**config.mk**
```make
export PLATFORM = sky130hd
export DESIGN_NAME = hazard_stall_ctrl_flat
export DESIGN_NICKNAME = d
export VERILOG_FILES = /design/src/rtl/hazard_stall_ctrl_if.sv /design/src/rtl/hazard_stall_ctrl.sv /design/src/flat_wrapper.sv
export SDC_FILE = /design/constraint.sdc
export NUM_CORES = 1
export LEC_CHECK = 0
export CAP_MARGIN = 20
export CORE_MARGIN = 2
export CORE_UTILIZATION = 31
export CTS_CLUSTER_DIAMETER = 30
export CTS_CLUSTER_SIZE = 40
export DETAILED_ROUTE_END_ITERATION = 12
export GPL_TIMING_DRIVEN = 0
export PLACE_DENSITY = 0.76
export SYNTH_ARGS = -nofsm -noshare
export SYNTH_HDL_FRONTEND = slang
export SYNTH_SLANG_ARGS = --single-unit
```
**constraint.sdc**
```tcl
create_clock -name CLK -period 1.3 [get_ports CLK]
set_input_delay 0.26 -clock CLK [delete_from_list [all_inputs] [get_ports CLK]]
set_output_delay 0.26 -clock CLK [all_outputs]
set_load 0.01 [all_outputs]
```
**src/rtl/hazard_stall_ctrl_if.sv**
```systemverilog
// Pipeline-side bundle for hazard_stall_ctrl: stage register fields, memory handshake
// and the control/forwarding outputs. master = pipeline datapath, slave = controller.
interface hazard_stall_ctrl_if #(
  parameter int PERF_W = 16
);
  logic [3:0]        ID_Rn, ID_Rm, ID_Rd;
  logic              ID_use_n, ID_use_m, ID_use_d;
  logic [3:0]        EX_Rd;
  logic              EX_RF_enable, EX_Load_Inst;
  logic [3:0]        MEM_Rd;
  logic              MEM_RF_enable, MEM_m_enable;
  logic [3:0]        WB_Rd;
  logic              WB_RF_enable;
  logic              branch_taken;
  logic              mem_ready;
  logic              PC_Ld, IF_ID_Ld, IF_ID_flush, nop_sel, pipe_hold;
  logic [1:0]        fwd_a, fwd_b, fwd_c;
  logic              mem_timeout;
  logic [PERF_W-1:0] stall_cnt, flush_cnt;

  modport master (
    output ID_Rn, ID_Rm, ID_Rd, ID_use_n, ID_use_m, ID_use_d,
           EX_Rd, EX_RF_enable, EX_Load_Inst,
           MEM_Rd, MEM_RF_enable, MEM_m_enable,
           WB_Rd, WB_RF_enable, branch_taken, mem_ready,
    input  PC_Ld, IF_ID_Ld, IF_ID_flush, nop_sel, pipe_hold,
           fwd_a, fwd_b, fwd_c, mem_timeout, stall_cnt, flush_cnt
  );

  modport slave (
    input  ID_Rn, ID_Rm, ID_Rd, ID_use_n, ID_use_m, ID_use_d,
           EX_Rd, EX_RF_enable, EX_Load_Inst,
           MEM_Rd, MEM_RF_enable, MEM_m_enable,
           WB_Rd, WB_RF_enable, branch_taken, mem_ready,
    output PC_Ld, IF_ID_Ld, IF_ID_flush, nop_sel, pipe_hold,
           fwd_a, fwd_b, fwd_c, mem_timeout, stall_cnt, flush_cnt
  );
endinterface

```
**src/rtl/hazard_stall_ctrl.sv**
```systemverilog
// Hazard/sequencing controller for the 5-stage pipeline: load-use stalls, branch flushes,
// data-memory wait hold and operand forwarding. Optional perf counters: HAZARD_PERF_EN.
module hazard_stall_ctrl #(
  parameter int unsigned MEM_WAIT_MAX = 8,
  parameter int          PERF_W       = 16
) (
  input logic            CLK,
  input logic            CLR,
  hazard_stall_ctrl_if.slave hz
);

  localparam int unsigned WCW = $clog2(MEM_WAIT_MAX + 1);
  localparam logic [WCW-1:0] WAIT_MAX = WCW'(MEM_WAIT_MAX);

  typedef enum logic {RUN, MWAIT} state_t;

  state_t         state, state_nx;
  logic [WCW-1:0] wait_cnt, wait_cnt_nx;
  logic           timeout_q;
  logic           mem_wait, load_use;
  logic           pc_ld, ifid_ld, ifid_flush, nop, hold;

  function automatic logic [1:0] fwd_sel(
    input logic use_r, input logic [3:0] r,
    input logic [3:0] ex_rd, input logic ex_en, input logic ex_ld,
    input logic [3:0] mem_rd, input logic mem_en,
    input logic [3:0] wb_rd, input logic wb_en
  );
    if (!use_r || r == 4'd15)            return 2'b00;
    else if (ex_en && !ex_ld && ex_rd == r) return 2'b01;
    else if (mem_en && mem_rd == r)      return 2'b10;
    else if (wb_en && wb_rd == r)        return 2'b11;
    else                                 return 2'b00;
  endfunction

  always_ff @(posedge CLK or negedge CLR) begin
    if (!CLR) begin
      state     <= RUN;
      wait_cnt  <= '0;
      timeout_q <= 1'b0;
    end else begin
      state     <= state_nx;
      wait_cnt  <= wait_cnt_nx;
      timeout_q <= timeout_q | (wait_cnt_nx == WAIT_MAX);
    end
  end

  // The entry cycle already holds the pipe, so it counts as a wait cycle too.
  always_comb begin
    state_nx    = state;
    wait_cnt_nx = '0;
    mem_wait    = 1'b0;
    pc_ld       = 1'b1;
    ifid_ld     = 1'b1;
    ifid_flush  = 1'b0;
    nop         = 1'b0;
    hold        = 1'b0;
    load_use    = hz.EX_Load_Inst && hz.EX_RF_enable &&
                  ((hz.ID_use_n && hz.ID_Rn == hz.EX_Rd) ||
                   (hz.ID_use_m && hz.ID_Rm == hz.EX_Rd) ||
                   (hz.ID_use_d && hz.ID_Rd == hz.EX_Rd));

    case (state)
      RUN:     mem_wait = hz.MEM_m_enable && !hz.mem_ready;
      MWAIT:   mem_wait = !hz.mem_ready;
      default: mem_wait = 1'b0;
    endcase

    state_nx = mem_wait ? MWAIT : RUN;
    if (mem_wait)
      wait_cnt_nx = (wait_cnt == WAIT_MAX) ? wait_cnt : wait_cnt + 1'b1;

    if (mem_wait) begin
      pc_ld   = 1'b0;
      ifid_ld = 1'b0;
      hold    = 1'b1;
    end else if (hz.branch_taken) begin
      ifid_flush = 1'b1;
      nop        = 1'b1;
    end else if (load_use) begin
      pc_ld   = 1'b0;
      ifid_ld = 1'b0;
      nop     = 1'b1;
    end
  end

  assign hz.PC_Ld       = pc_ld;
  assign hz.IF_ID_Ld    = ifid_ld;
  assign hz.IF_ID_flush = ifid_flush;
  assign hz.nop_sel     = nop;
  assign hz.pipe_hold   = hold;
  assign hz.mem_timeout = timeout_q;

  assign hz.fwd_a = fwd_sel(hz.ID_use_n, hz.ID_Rn, hz.EX_Rd, hz.EX_RF_enable, hz.EX_Load_Inst,
                            hz.MEM_Rd, hz.MEM_RF_enable, hz.WB_Rd, hz.WB_RF_enable);
  assign hz.fwd_b = fwd_sel(hz.ID_use_m, hz.ID_Rm, hz.EX_Rd, hz.EX_RF_enable, hz.EX_Load_Inst,
                            hz.MEM_Rd, hz.MEM_RF_enable, hz.WB_Rd, hz.WB_RF_enable);
  assign hz.fwd_c = fwd_sel(hz.ID_use_d, hz.ID_Rd, hz.EX_Rd, hz.EX_RF_enable, hz.EX_Load_Inst,
                            hz.MEM_Rd, hz.MEM_RF_enable, hz.WB_Rd, hz.WB_RF_enable);

`ifdef HAZARD_PERF_EN
  logic [PERF_W-1:0] stall_q, flush_q;

  always_ff @(posedge CLK or negedge CLR) begin
    if (!CLR) begin
      stall_q <= '0;
      flush_q <= '0;
    end else begin
      if (!pc_ld)     stall_q <= stall_q + 1'b1;
      if (ifid_flush) flush_q <= flush_q + 1'b1;
    end
  end

  assign hz.stall_cnt = stall_q;
  assign hz.flush_cnt = flush_q;
`else
  assign hz.stall_cnt = PERF_W'(0);
  assign hz.flush_cnt = PERF_W'(0);
`endif

endmodule

```
**src/flat_wrapper.sv**
```systemverilog
// flat-port wrapper written by rule: the top's interface ports become plain ports
module hazard_stall_ctrl_flat 
#(
  parameter int unsigned MEM_WAIT_MAX = 8,
  parameter int          PERF_W       = 16
)
  (CLK, CLR, hz_ID_Rn, hz_ID_Rm, hz_ID_Rd, hz_ID_use_n, hz_ID_use_m, hz_ID_use_d, hz_EX_Rd, hz_EX_RF_enable, hz_EX_Load_Inst, hz_MEM_Rd, hz_MEM_RF_enable, hz_MEM_m_enable, hz_WB_Rd, hz_WB_RF_enable, hz_branch_taken, hz_mem_ready, hz_PC_Ld, hz_IF_ID_Ld, hz_IF_ID_flush, hz_nop_sel, hz_pipe_hold, hz_fwd_a, hz_fwd_b, hz_fwd_c, hz_mem_timeout, hz_stall_cnt, hz_flush_cnt);
  hazard_stall_ctrl_if #(.PERF_W(PERF_W)) hz_i ();
  input logic CLK;
  input logic CLR;
  input wire logic [$bits(hz_i.ID_Rn)-1:0] hz_ID_Rn;
  input wire logic [$bits(hz_i.ID_Rm)-1:0] hz_ID_Rm;
  input wire logic [$bits(hz_i.ID_Rd)-1:0] hz_ID_Rd;
  input wire logic [$bits(hz_i.ID_use_n)-1:0] hz_ID_use_n;
  input wire logic [$bits(hz_i.ID_use_m)-1:0] hz_ID_use_m;
  input wire logic [$bits(hz_i.ID_use_d)-1:0] hz_ID_use_d;
  input wire logic [$bits(hz_i.EX_Rd)-1:0] hz_EX_Rd;
  input wire logic [$bits(hz_i.EX_RF_enable)-1:0] hz_EX_RF_enable;
  input wire logic [$bits(hz_i.EX_Load_Inst)-1:0] hz_EX_Load_Inst;
  input wire logic [$bits(hz_i.MEM_Rd)-1:0] hz_MEM_Rd;
  input wire logic [$bits(hz_i.MEM_RF_enable)-1:0] hz_MEM_RF_enable;
  input wire logic [$bits(hz_i.MEM_m_enable)-1:0] hz_MEM_m_enable;
  input wire logic [$bits(hz_i.WB_Rd)-1:0] hz_WB_Rd;
  input wire logic [$bits(hz_i.WB_RF_enable)-1:0] hz_WB_RF_enable;
  input wire logic [$bits(hz_i.branch_taken)-1:0] hz_branch_taken;
  input wire logic [$bits(hz_i.mem_ready)-1:0] hz_mem_ready;
  output wire logic [$bits(hz_i.PC_Ld)-1:0] hz_PC_Ld;
  output wire logic [$bits(hz_i.IF_ID_Ld)-1:0] hz_IF_ID_Ld;
  output wire logic [$bits(hz_i.IF_ID_flush)-1:0] hz_IF_ID_flush;
  output wire logic [$bits(hz_i.nop_sel)-1:0] hz_nop_sel;
  output wire logic [$bits(hz_i.pipe_hold)-1:0] hz_pipe_hold;
  output wire logic [$bits(hz_i.fwd_a)-1:0] hz_fwd_a;
  output wire logic [$bits(hz_i.fwd_b)-1:0] hz_fwd_b;
  output wire logic [$bits(hz_i.fwd_c)-1:0] hz_fwd_c;
  output wire logic [$bits(hz_i.mem_timeout)-1:0] hz_mem_timeout;
  output wire logic [$bits(hz_i.stall_cnt)-1:0] hz_stall_cnt;
  output wire logic [$bits(hz_i.flush_cnt)-1:0] hz_flush_cnt;
  assign hz_i.ID_Rn = hz_ID_Rn;
  assign hz_i.ID_Rm = hz_ID_Rm;
  assign hz_i.ID_Rd = hz_ID_Rd;
  assign hz_i.ID_use_n = hz_ID_use_n;
  assign hz_i.ID_use_m = hz_ID_use_m;
  assign hz_i.ID_use_d = hz_ID_use_d;
  assign hz_i.EX_Rd = hz_EX_Rd;
  assign hz_i.EX_RF_enable = hz_EX_RF_enable;
  assign hz_i.EX_Load_Inst = hz_EX_Load_Inst;
  assign hz_i.MEM_Rd = hz_MEM_Rd;
  assign hz_i.MEM_RF_enable = hz_MEM_RF_enable;
  assign hz_i.MEM_m_enable = hz_MEM_m_enable;
  assign hz_i.WB_Rd = hz_WB_Rd;
  assign hz_i.WB_RF_enable = hz_WB_RF_enable;
  assign hz_i.branch_taken = hz_branch_taken;
  assign hz_i.mem_ready = hz_mem_ready;
  assign hz_PC_Ld = hz_i.PC_Ld;
  assign hz_IF_ID_Ld = hz_i.IF_ID_Ld;
  assign hz_IF_ID_flush = hz_i.IF_ID_flush;
  assign hz_nop_sel = hz_i.nop_sel;
  assign hz_pipe_hold = hz_i.pipe_hold;
  assign hz_fwd_a = hz_i.fwd_a;
  assign hz_fwd_b = hz_i.fwd_b;
  assign hz_fwd_c = hz_i.fwd_c;
  assign hz_mem_timeout = hz_i.mem_timeout;
  assign hz_stall_cnt = hz_i.stall_cnt;
  assign hz_flush_cnt = hz_i.flush_cnt;
  hazard_stall_ctrl #(.MEM_WAIT_MAX(MEM_WAIT_MAX), .PERF_W(PERF_W)) u_core (.CLK(CLK), .CLR(CLR), .hz(hz_i));
endmodule
```
==> metrics, run 1 <==
run status=complete, but fails checks; failing checks=negative setup slack; Clock Tree Root=clkbuf_4; R2R setup slack=-0.05 ns; post-route setup slack=-0.328 ns; TritonCTS clock tree=built; DR pass1 iterations=4; initial drt markers=15; clk_lat worst skew=between 0.2 and 0.25 ns; detailed placement HPWL=around 2500 um; GRT Util Overall=about 16%; Peak VDD IR=around 0.20 mV; largest area contributor in the netlist=buf_4; register bit total from synthesis=6; global-route wire length before repair=5090 um; worst-path fanout max=4; fin crit share=125%; Non-Filler Instances=around 280; Ys Warns=0; Final setup violation count=12; Synth Area in XOR/XNOR=a little under a third; RSZ-0062 raised after global routing=true; synth top area cells=buf_4 (23%), xnor2_1 (16%), xor2_1 (15%); simple-gate share of the synthesized area=20.7%; Congestion Overflow GR=0; routed via count=between 1000 and 1500; sequential-to-total area share from yosys stat=13.9%; sw frac=about 36%; DRC=0; RR Endpoint=u_core.hz.mem_timeout; # fillers=between 300 and 400; initial antenna violation count=0; TritonCTS sink count=6; Routed WL=3300 um; layout cell share with drive strength beyond 1=between 50% and 60%; Design Power=between 900 and 1000 uW; post-synth top area share=23.0%; gp weighted congestion=approximately 0.83; die height=~63 um; Clock Power Share=between 10% and 20%; switching power=between 300 and 400 uW; most frequent cells in the layout=buf_4 (47), conb_1 (32), buf_2 (18); Placed Instances=267; antenna cell count=0; I/O pin count=80; CTS buffer count=3; Final Slew Violations=0; Pint=between 600 and 700 uW; Die ar.=around 4000 um2; Mapped Area=around 1100 um2; Crit. End Element=output port; Initial Util=between 30 and 40%; Crit Path Category=in -> out; Finished Core Util=61.5%; Maximum Capacitance Violations=0; Cells after Synth=between 100 and 150; Mean Syn Cell Area=approximately 7.5 um2; library cells used by synthesis=22; commonest non-fill, non-tap cell in the layout=buf_4; port bufs=47; largest net degree at the start of global routing=7; Worst Hold Class=in -> async; core area=approximately 3300 um2; post-synthesis mux area share=roughly 1.0%; critical path launch point type=input pin; Fmax=between 600 and 700 MHz; Post-DRT Antenna Nets=0; R2R depth=7; final hold viol count=0; Syn-to-layout area delta=90.5%; largest family of logic cells by synthesized area=XOR/XNOR gates; Final Skew=0.00647 ns; Gate power share=61.8%; FP Rows=21; pwr dens=between 400 and 500 nW/um2; Synth Area in Compound Gates=4.99%; H-Tree Depth=1; Tmin final=1.63 ns; reg2reg start=u_core.wait_cnt[0]; Bufs on Longest Clock Path=2; Synth Area in Adders=approximately 2.3%; Lkg Pwr=0.00106 uW; vias in the first global route=approximately 1100; width of the die=~63 um; DR WL/cell=roughly 12 um; vias per inst=just over 4; CP Data Required Time=about 1.0 ns; Worst EP arrival=~1.4 ns; Final nets=278; Reg clk slew, reported paths=~0.050 ns; Sequential Power Share=about 21%
## stage by stage
stage	setup slack, ns	cell area (um2)	hold WS (ns)	TNS (ns)
5_1_grt	-0.386	2050	0.280	-3.03
3_5_place_dp	-1.16	1750	0.460	-11.95
4_1_cts	-0.372	1980	0.264	-2.44
3_3_place_gp	-1.16	1750	0.456	-11.79
6_report	-0.328	2050	0.259	-2.23
2_1_floorplan	-0.0594	1220	-0.0356	-0.0594
## cell type report
class	instances	area (um2)	area share, %
multi-input cells	127	1020	49.8
inverters	8	30.0	1.46
well taps	46	57.6	2.80
plain buffers	33	248	12.1
repair buffers	61	522	25.4
clock buffers	3	22.5	1.10
flip-flops and latches	6	150	7.32
## cell families after synthesis
group,Yosys count
AND/OR/NAND/NOR,46
XOR/XNOR,38
buffers and inverters,41
adder cells (fa/ha/maj),2
flip-flops,6
other,1
AO/OA/AOI/OAI,8
multiplexers,1
## worst max-delay path, cell delays in order
cell and delay (ns):
buf_8 0.11, xnor2_2 0.17, nand4_1 0.15, o22ai_1 0.18, o211a_1 0.19, a21oi_2 0.06, buf_4 0.13, buf_6 0.11
## what timing repair did
item / in CTS / in global routing
buffers inserted: 14 / 1
pin swaps: 38 / 24
endpoints found under the setup margin: 13 / 13
hold buffers: 0 / 0
resized for setup: 214 / 17
endpoints found under the hold margin: 0 / 0
## routing by layer
metal | GRT usage [%] | vias to the layer above | wire length, um
met3 | 1.44 | 2 | 167
met4 | 3.33 | 0 | 21
li1 | - | 594 | -
met1 | 20.4 | 510 | 1410
met2 | 28.3 | 44 | 1700
met5 | 0 | - | 0
## worst max path at each step
stage / start / slack (ns) / cells past startpoint / endpoint
2_1_floorplan: hz_ID_Rd[3] / -0.06 / 6 / hz_PC_Ld
3_3_place_gp: hz_ID_Rd[2] / -1.16 / 7 / hz_nop_sel
3_5_place_dp: hz_ID_Rd[1] / -1.16 / 8 / hz_PC_Ld
4_1_cts: hz_ID_Rn[1] / -0.37 / 8 / hz_fwd_a[1]
5_1_grt: hz_ID_Rn[3] / -0.39 / 8 / hz_PC_Ld
6_report: hz_ID_Rd[3] / -0.33 / 8 / hz_PC_Ld
## cell usage after synthesis
cell type,number
a21oi_1,4
and2_1,1
buf_4,33
conb_1,1
dfrtp_1,6
ha_1,2
inv_1,8
mux2_2,1
nand2_1,9
nand2b_1,1
nand3_1,4
nand4_1,6
nor2_1,11
nor2b_1,3
nor3_1,8
nor4_1,3
o211a_1,1
o22a_1,1
o22ai_1,1
o41ai_1,1
xnor2_1,20
xor2_1,18
## flip-flops by register name, summed over array words and instances, names as in the netlist
name,cells
u_core.wait_cnt,4
u_core.state,1
u_core.hz.mem_timeout,1
## power by group through the flow
| stage | clock network [uW] | logic [uW] | registers (uW) |
|---|---|---|---|
| global route | 184 | 645 | 201 |
| floorplan | 0 | 269 | 201 |
| CTS | 169 | 562 | 200 |
| finish | 172 | 603 | 200 |
| global placement | 0 | 474 | 202 |
| detailed placement | 0 | 483 | 202 |
Note: power is estimated with default switching activity, not from simulation.
==> run 2: changes to the inputs <==
- CORE_ASPECT_RATIO: not set -> 1.1
==> metrics, run 2 (synthesized netlist as in run 1, its figures left out) <==
vias per inst=4.06 (+0.34%); Register Area=150 um2 (unchanged); routed via count=1162 (+1.0%); Final nets=278 (unchanged); critical path launch point type=input pin; crit path capture=hz_PC_Ld; die height=65.8 um (+4.6%); switching power=358 uW (+1.3%); CTS buffer count=3 (unchanged); Final Slew Violations=0 (unchanged); gp weighted congestion=0.821 (-1.5%); Final setup violation count=12 (unchanged); commonest non-fill, non-tap cell in the layout=buf_4; antenna cell count=0 (unchanged); Fmax=618 MHz (+0.63%); Reg clk slew, reported paths=0.04 ns (about the same); Crit Path Category=in -> out; Routed WL=3360 um (+1.7%); I/O pin count=80 (unchanged); TritonCTS sink count=6 (unchanged); Worst Hold Class=in -> async; width of the die=60.2 um (-4.4%); TritonCTS clock tree=built; Placement Setup Slack=-1.18 ns (-0.0147 ns); layout cell share with drive strength beyond 1=51.7% (+1.3 points); DR pass1 iterations=4 (unchanged); fin crit share=124% (-0.78 points); vias in the first global route=1156 (+6.0%); Initial Util=32.3% (+0.061 points); port bufs=47 (unchanged); Post-DRT Antenna Nets=0 (unchanged); Largest stage delay, worst path=0.20 ns (about the same); # fillers=279 (-8.2%); R2R depth=6 (-1); H-Tree Depth=1 (unchanged); DR WL/cell=11.7 um (+0.98%); RSZ-0062 raised after global routing=true; Bufs on Longest Clock Path=2 (unchanged); sw frac=36.0% (-0.18 points); detailed placement HPWL=2480 um (+0.29%); run status=complete, but fails checks; R2R setup slack=-0.06 ns (about the same); clk_lat worst skew=0.24 ns (about the same); Die ar.=3960 um2 (about the same); number of flip-flops in the largest register=4 (unchanged); Crit. End Element=output port; RR Endpoint=u_core.hz.mem_timeout; Design Power=993 uW (+1.8%); pwr dens=467 nW/um2 (-1.8%); largest net degree at the start of global routing=7 (unchanged); crit-path cells=buf_8, xnor2_2, nand4_1, o22ai_1, o211a_1, a21oi_2, buf_4, buf_6; slowest CP cell=o211a_1; DRC=0 (unchanged); failing checks=negative setup slack; area of the multi-input gates=1060 um2 (+3.9%); core area=3330 um2 (-0.19%); CP Data Required Time=1.04 ns (about the same); initial antenna violation count=0 (unchanged); Clock Power Share=16.6% (-1.1 points); Gate power share=63.3% (+1.5 points); Tmin final=1.62 ns (-0.0102 ns); Clock Tree Root=clkbuf_4; initial drt markers=12 (-3); Fin Setup TNS=-2.27 ns (-0.0320 ns); Syn-to-layout area delta=97.3%; Peak VDD IR=0.194 mV (-4.4%); Largest Register=u_core.wait_cnt; Pint=635 uW (+2.1%); CP Launch Point=hz_ID_Rd[0]; post-cts hold buffer count=0 (unchanged); Maximum Capacitance Violations=0 (unchanged); Sequential Power Share=20.1% (-0.4 points); Worst EP arrival=1.36 ns (about the same); GRT Util Overall=16.9% (+1.1 points); most frequent cells in the layout=buf_4 (49), conb_1 (32), xor2_1 (15), buf_6 (15); final hold viol count=0 (unchanged); Congestion Overflow GR=0 (unchanged); FP Rows=22 (+4.8%); Final Skew=0.00340 ns (-0.00307 ns); reg2reg start=u_core.state; worst-path fanout max=4 (unchanged); Lkg Pwr=0.00108 uW (+2.1%); global-route wire length before repair=5110 um (+0.39%); post-route setup slack=-0.318 ns (+0.0102 ns)
[run 2: changes by cell type in the layout (fill, tap and decap cells not counted), moves of 2 or more]
cell and change:
buf_2 -7, buf_6 +5, nor2_1 +3, a21oi_1 -2
a21oi_2 +2, buf_12 -2, buf_4 +2, buf_8 +2
nor2_2 -2, xor2_1 -2, xor2_4 +2
[run 2: power groups by stage]
| stage | Sequential, uW | Combinational [uW] | Clock (uW) |
|---|---|---|---|
| CTS | 200 | 545 | 174 |
| global placement | 202 | 474 | 0 |
| detailed placement | 202 | 482 | 0 |
| global route | 200 | 677 | 180 |
| floorplan | 201 | 269 | 0 |
| finish | 200 | 628 | 165 |
[run 2: timing repair]
item | in CTS | in global routing
resized for setup | 200 | 50
endpoints found under the setup margin | 13 | 14
pin swaps | 36 | 29
buffers inserted | 13 | 3
[run 2: per-stage QoR]
step           utilization [%]  std cells  area [um2]  hold slack (ns)
2_1_floorplan                -        174        1220          -0.0356
3_3_place_gp              52.5        269        1750            0.453
3_5_place_dp              52.5        269        1750            0.454
4_1_cts                   57.8        284        1920            0.253
5_1_grt                   63.8        286        2130            0.270
6_report                  63.8        286        2130            0.253
[run 2: critical path: cells and delay by family]
| family | cells | cell delay [ns] |
|---|---|---|
| AO/OA/AOI/OAI | 3 | 0.46 |
| AND/OR/NAND/NOR | 1 | 0.15 |
| buffers and inverters | 3 | 0.35 |
| XOR/XNOR | 1 | 0.15 |
[run 2: how the worst min path moves through the flow]
| stage | start | end | slack [ns] | cells after the start |
|---|---|---|---|---|
| 2_1_floorplan | CLR | u_core.hz.mem_timeout | -0.04 | 0 |
| 3_3_place_gp | u_core.hz.mem_timeout | u_core.hz.mem_timeout | 0.45 | 2 |
| 3_5_place_dp | u_core.hz.mem_timeout | u_core.hz.mem_timeout | 0.45 | 2 |
| 4_1_cts | CLR | u_core.wait_cnt[2] | 0.25 | 1 |
| 5_1_grt | CLR | u_core.state | 0.27 | 1 |
| 6_report | CLR | u_core.state | 0.25 | 1 |
[run 2: area by class of cell]
class	count	share of cell area [%]
clock buffer	3	1.06
buffer	33	11.7
inverter	8	1.41
tap	48	2.83
timing repair buffer	61	26.0
multi-input combinational	127	50.0
sequential	6	7.06
[run 2: metal layers]
metal	part of all wire [%]	GRT usage, %
met4	0.86	7.50
met3	6.6	2.54
met5	0	0
met1	38	18.8
met2	54	30.7
==> run 3: changes to the inputs <==
- SKIP_CTS_REPAIR_TIMING: not set -> 1
==> metrics, run 3 (synthesized netlist as in run 1, its figures left out) <==
# fillers=298 (+6.8%); Final Skew=0.00142 ns (-0.00198 ns); TritonCTS sink count=6 (unchanged); R2R setup slack=-0.08 ns (-0.02 ns); vias per inst=4.04 (-0.66%); Bufs on Longest Clock Path=2 (unchanged); most frequent cells in the layout=buf_4 (41), conb_1 (32), xor2_1 (17); routed via count=1122 (-3.4%); WP buf/inv=3 (unchanged); gp weighted congestion=0.821 (unchanged); failing checks=negative setup slack; critical path launch point type=input pin; pwr dens=470 nW/um2 (+0.56%); Fmax=601 MHz (-2.8%); commonest non-fill, non-tap cell in the layout=buf_4; reg2reg start=u_core.wait_cnt[0]; slowest CP cell=o211a_1; post-route setup slack=-0.365 ns (-0.0471 ns); Largest Register=u_core.wait_cnt; Crit Path Category=in -> out; DR WL/cell=11.1 um (-5.9%); Worst EP arrival=1.40 ns (+0.04 ns); worst-path fanout max=3 (-1); initial drt markers=11 (-1); Non-Filler Instances=278 (-2.8%); Worst Hold Class=in -> async; FP Rows=22 (unchanged); number of flip-flops in the largest register=4 (unchanged); Initial Util=32.3% (unchanged); Largest stage delay, worst path=0.22 ns (+0.02 ns); CP delay by family, top=compound AO/OA/AOI/OAI gates; I/O pin count=80 (unchanged); port bufs=47 (unchanged); H-Tree Depth=1 (unchanged); GRT Util Overall=14.5% (-2.4 points); fin crit share=128% (+3.6 points); final hold viol count=0 (unchanged); Reg clk slew, reported paths=0.04 ns (about the same); Congestion Overflow GR=0 (unchanged); Fin Setup TNS=-2.84 ns (-0.573 ns); run status=complete, but fails checks; DR pass1 iterations=4 (unchanged); Die ar.=3960 um2 (unchanged); Peak VDD IR=0.197 mV (+1.9%); DRC=0 (unchanged); Final setup violation count=13 (+1); global-route wire length before repair=4340 um (-15%); Final Slew Violations=0 (unchanged); layout cell share with drive strength beyond 1=46.5% (-5.2 points); die height=65.8 um (unchanged); RR Endpoint=u_core.hz.mem_timeout; vias in the first global route=1010 (-13%); clk_lat worst skew=0.24 ns (about the same); Lkg Pwr=0.00108 uW (-0.49%); width of the die=60.2 um (unchanged); Final nets=270 (-2.9%); Post-DRT Antenna Nets=0 (unchanged); antenna cell count=0 (unchanged); CP Data Required Time=1.04 ns (about the same); detailed placement HPWL=2480 um (unchanged); largest net degree at the start of global routing=7 (unchanged); Placed Instances=269 (unchanged); crit-path cells=buf_4, xnor2_2, nand4_1, o22ai_1, o211a_1, a21oi_2, buf_4, buf_6; Syn-to-layout area delta=83.2%; Maximum Capacitance Violations=0 (unchanged); Design Power=927 uW (-6.7%); Clock Tree Root=clkbuf_4; R2R depth=7 (+1); Crit path top cell by count=buf_4; Tmin final=1.66 ns (+0.0471 ns); Crit. End Element=output port; Routed WL=3070 um (-8.5%); CTS buffer count=3 (unchanged); TritonCTS clock tree=built; RSZ-0062 raised after global routing=true; core area=3330 um2 (unchanged); initial antenna violation count=0 (unchanged)
[run 3: power by group]
part | switching, uW | internal [uW] | total [uW]
sequential | 6.82 | 195 | 202
combinational | 272 | 291 | 563
clock | 58.2 | 104 | 162
[run 3: how the worst max path moves through the flow]
stage	from	end	slack (ns)	depth (start not counted)
2_1_floorplan	hz_ID_Rd[3]	hz_PC_Ld	-0.06	6
3_3_place_gp	hz_ID_Rn[1]	hz_PC_Ld	-1.16	8
3_5_place_dp	hz_ID_Rn[1]	hz_PC_Ld	-1.18	8
4_1_cts	hz_ID_Rn[1]	hz_PC_Ld	-1.18	8
5_1_grt	hz_EX_Rd[1]	hz_PC_Ld	-0.45	8
6_report	hz_EX_Rd[1]	hz_PC_Ld	-0.36	8
[run 3: area by class of cell]
cell class / count / area [um2] / area share (%)
plain buffers: 33 / 248 / 12.6
clock buffers: 3 / 22.5 / 1.14
inverters: 8 / 30.0 / 1.52
multi-input cells: 127 / 1010 / 51.2
flip-flops and latches: 6 / 150 / 7.61
well taps: 48 / 60.1 / 3.04
repair buffers: 53 / 452 / 22.9
[run 3: per-stage QoR]
step                utilization, %  hold slack [ns]  setup slack, ns  area [um2]
CTS                           53.2            0.253            -1.18        1770
finish                        59.2            0.254           -0.365        1970
floorplan                        -          -0.0356          -0.0594        1220
global route                  59.2            0.270           -0.450        1970
detailed placement            52.5            0.454            -1.18        1750
global placement              52.5            0.453            -1.16        1750
[run 3: routing by layer]
layer / vias up / wire (um) / GRT usage (%)
li1: 580 / - / -
met1: 492 / 1180 / 16.0
met2: 44 / 1620 / 26.5
met3: 6 / 221 / 1.96
met4: 0 / 50 / 6.94
met5: - / 0 / 0
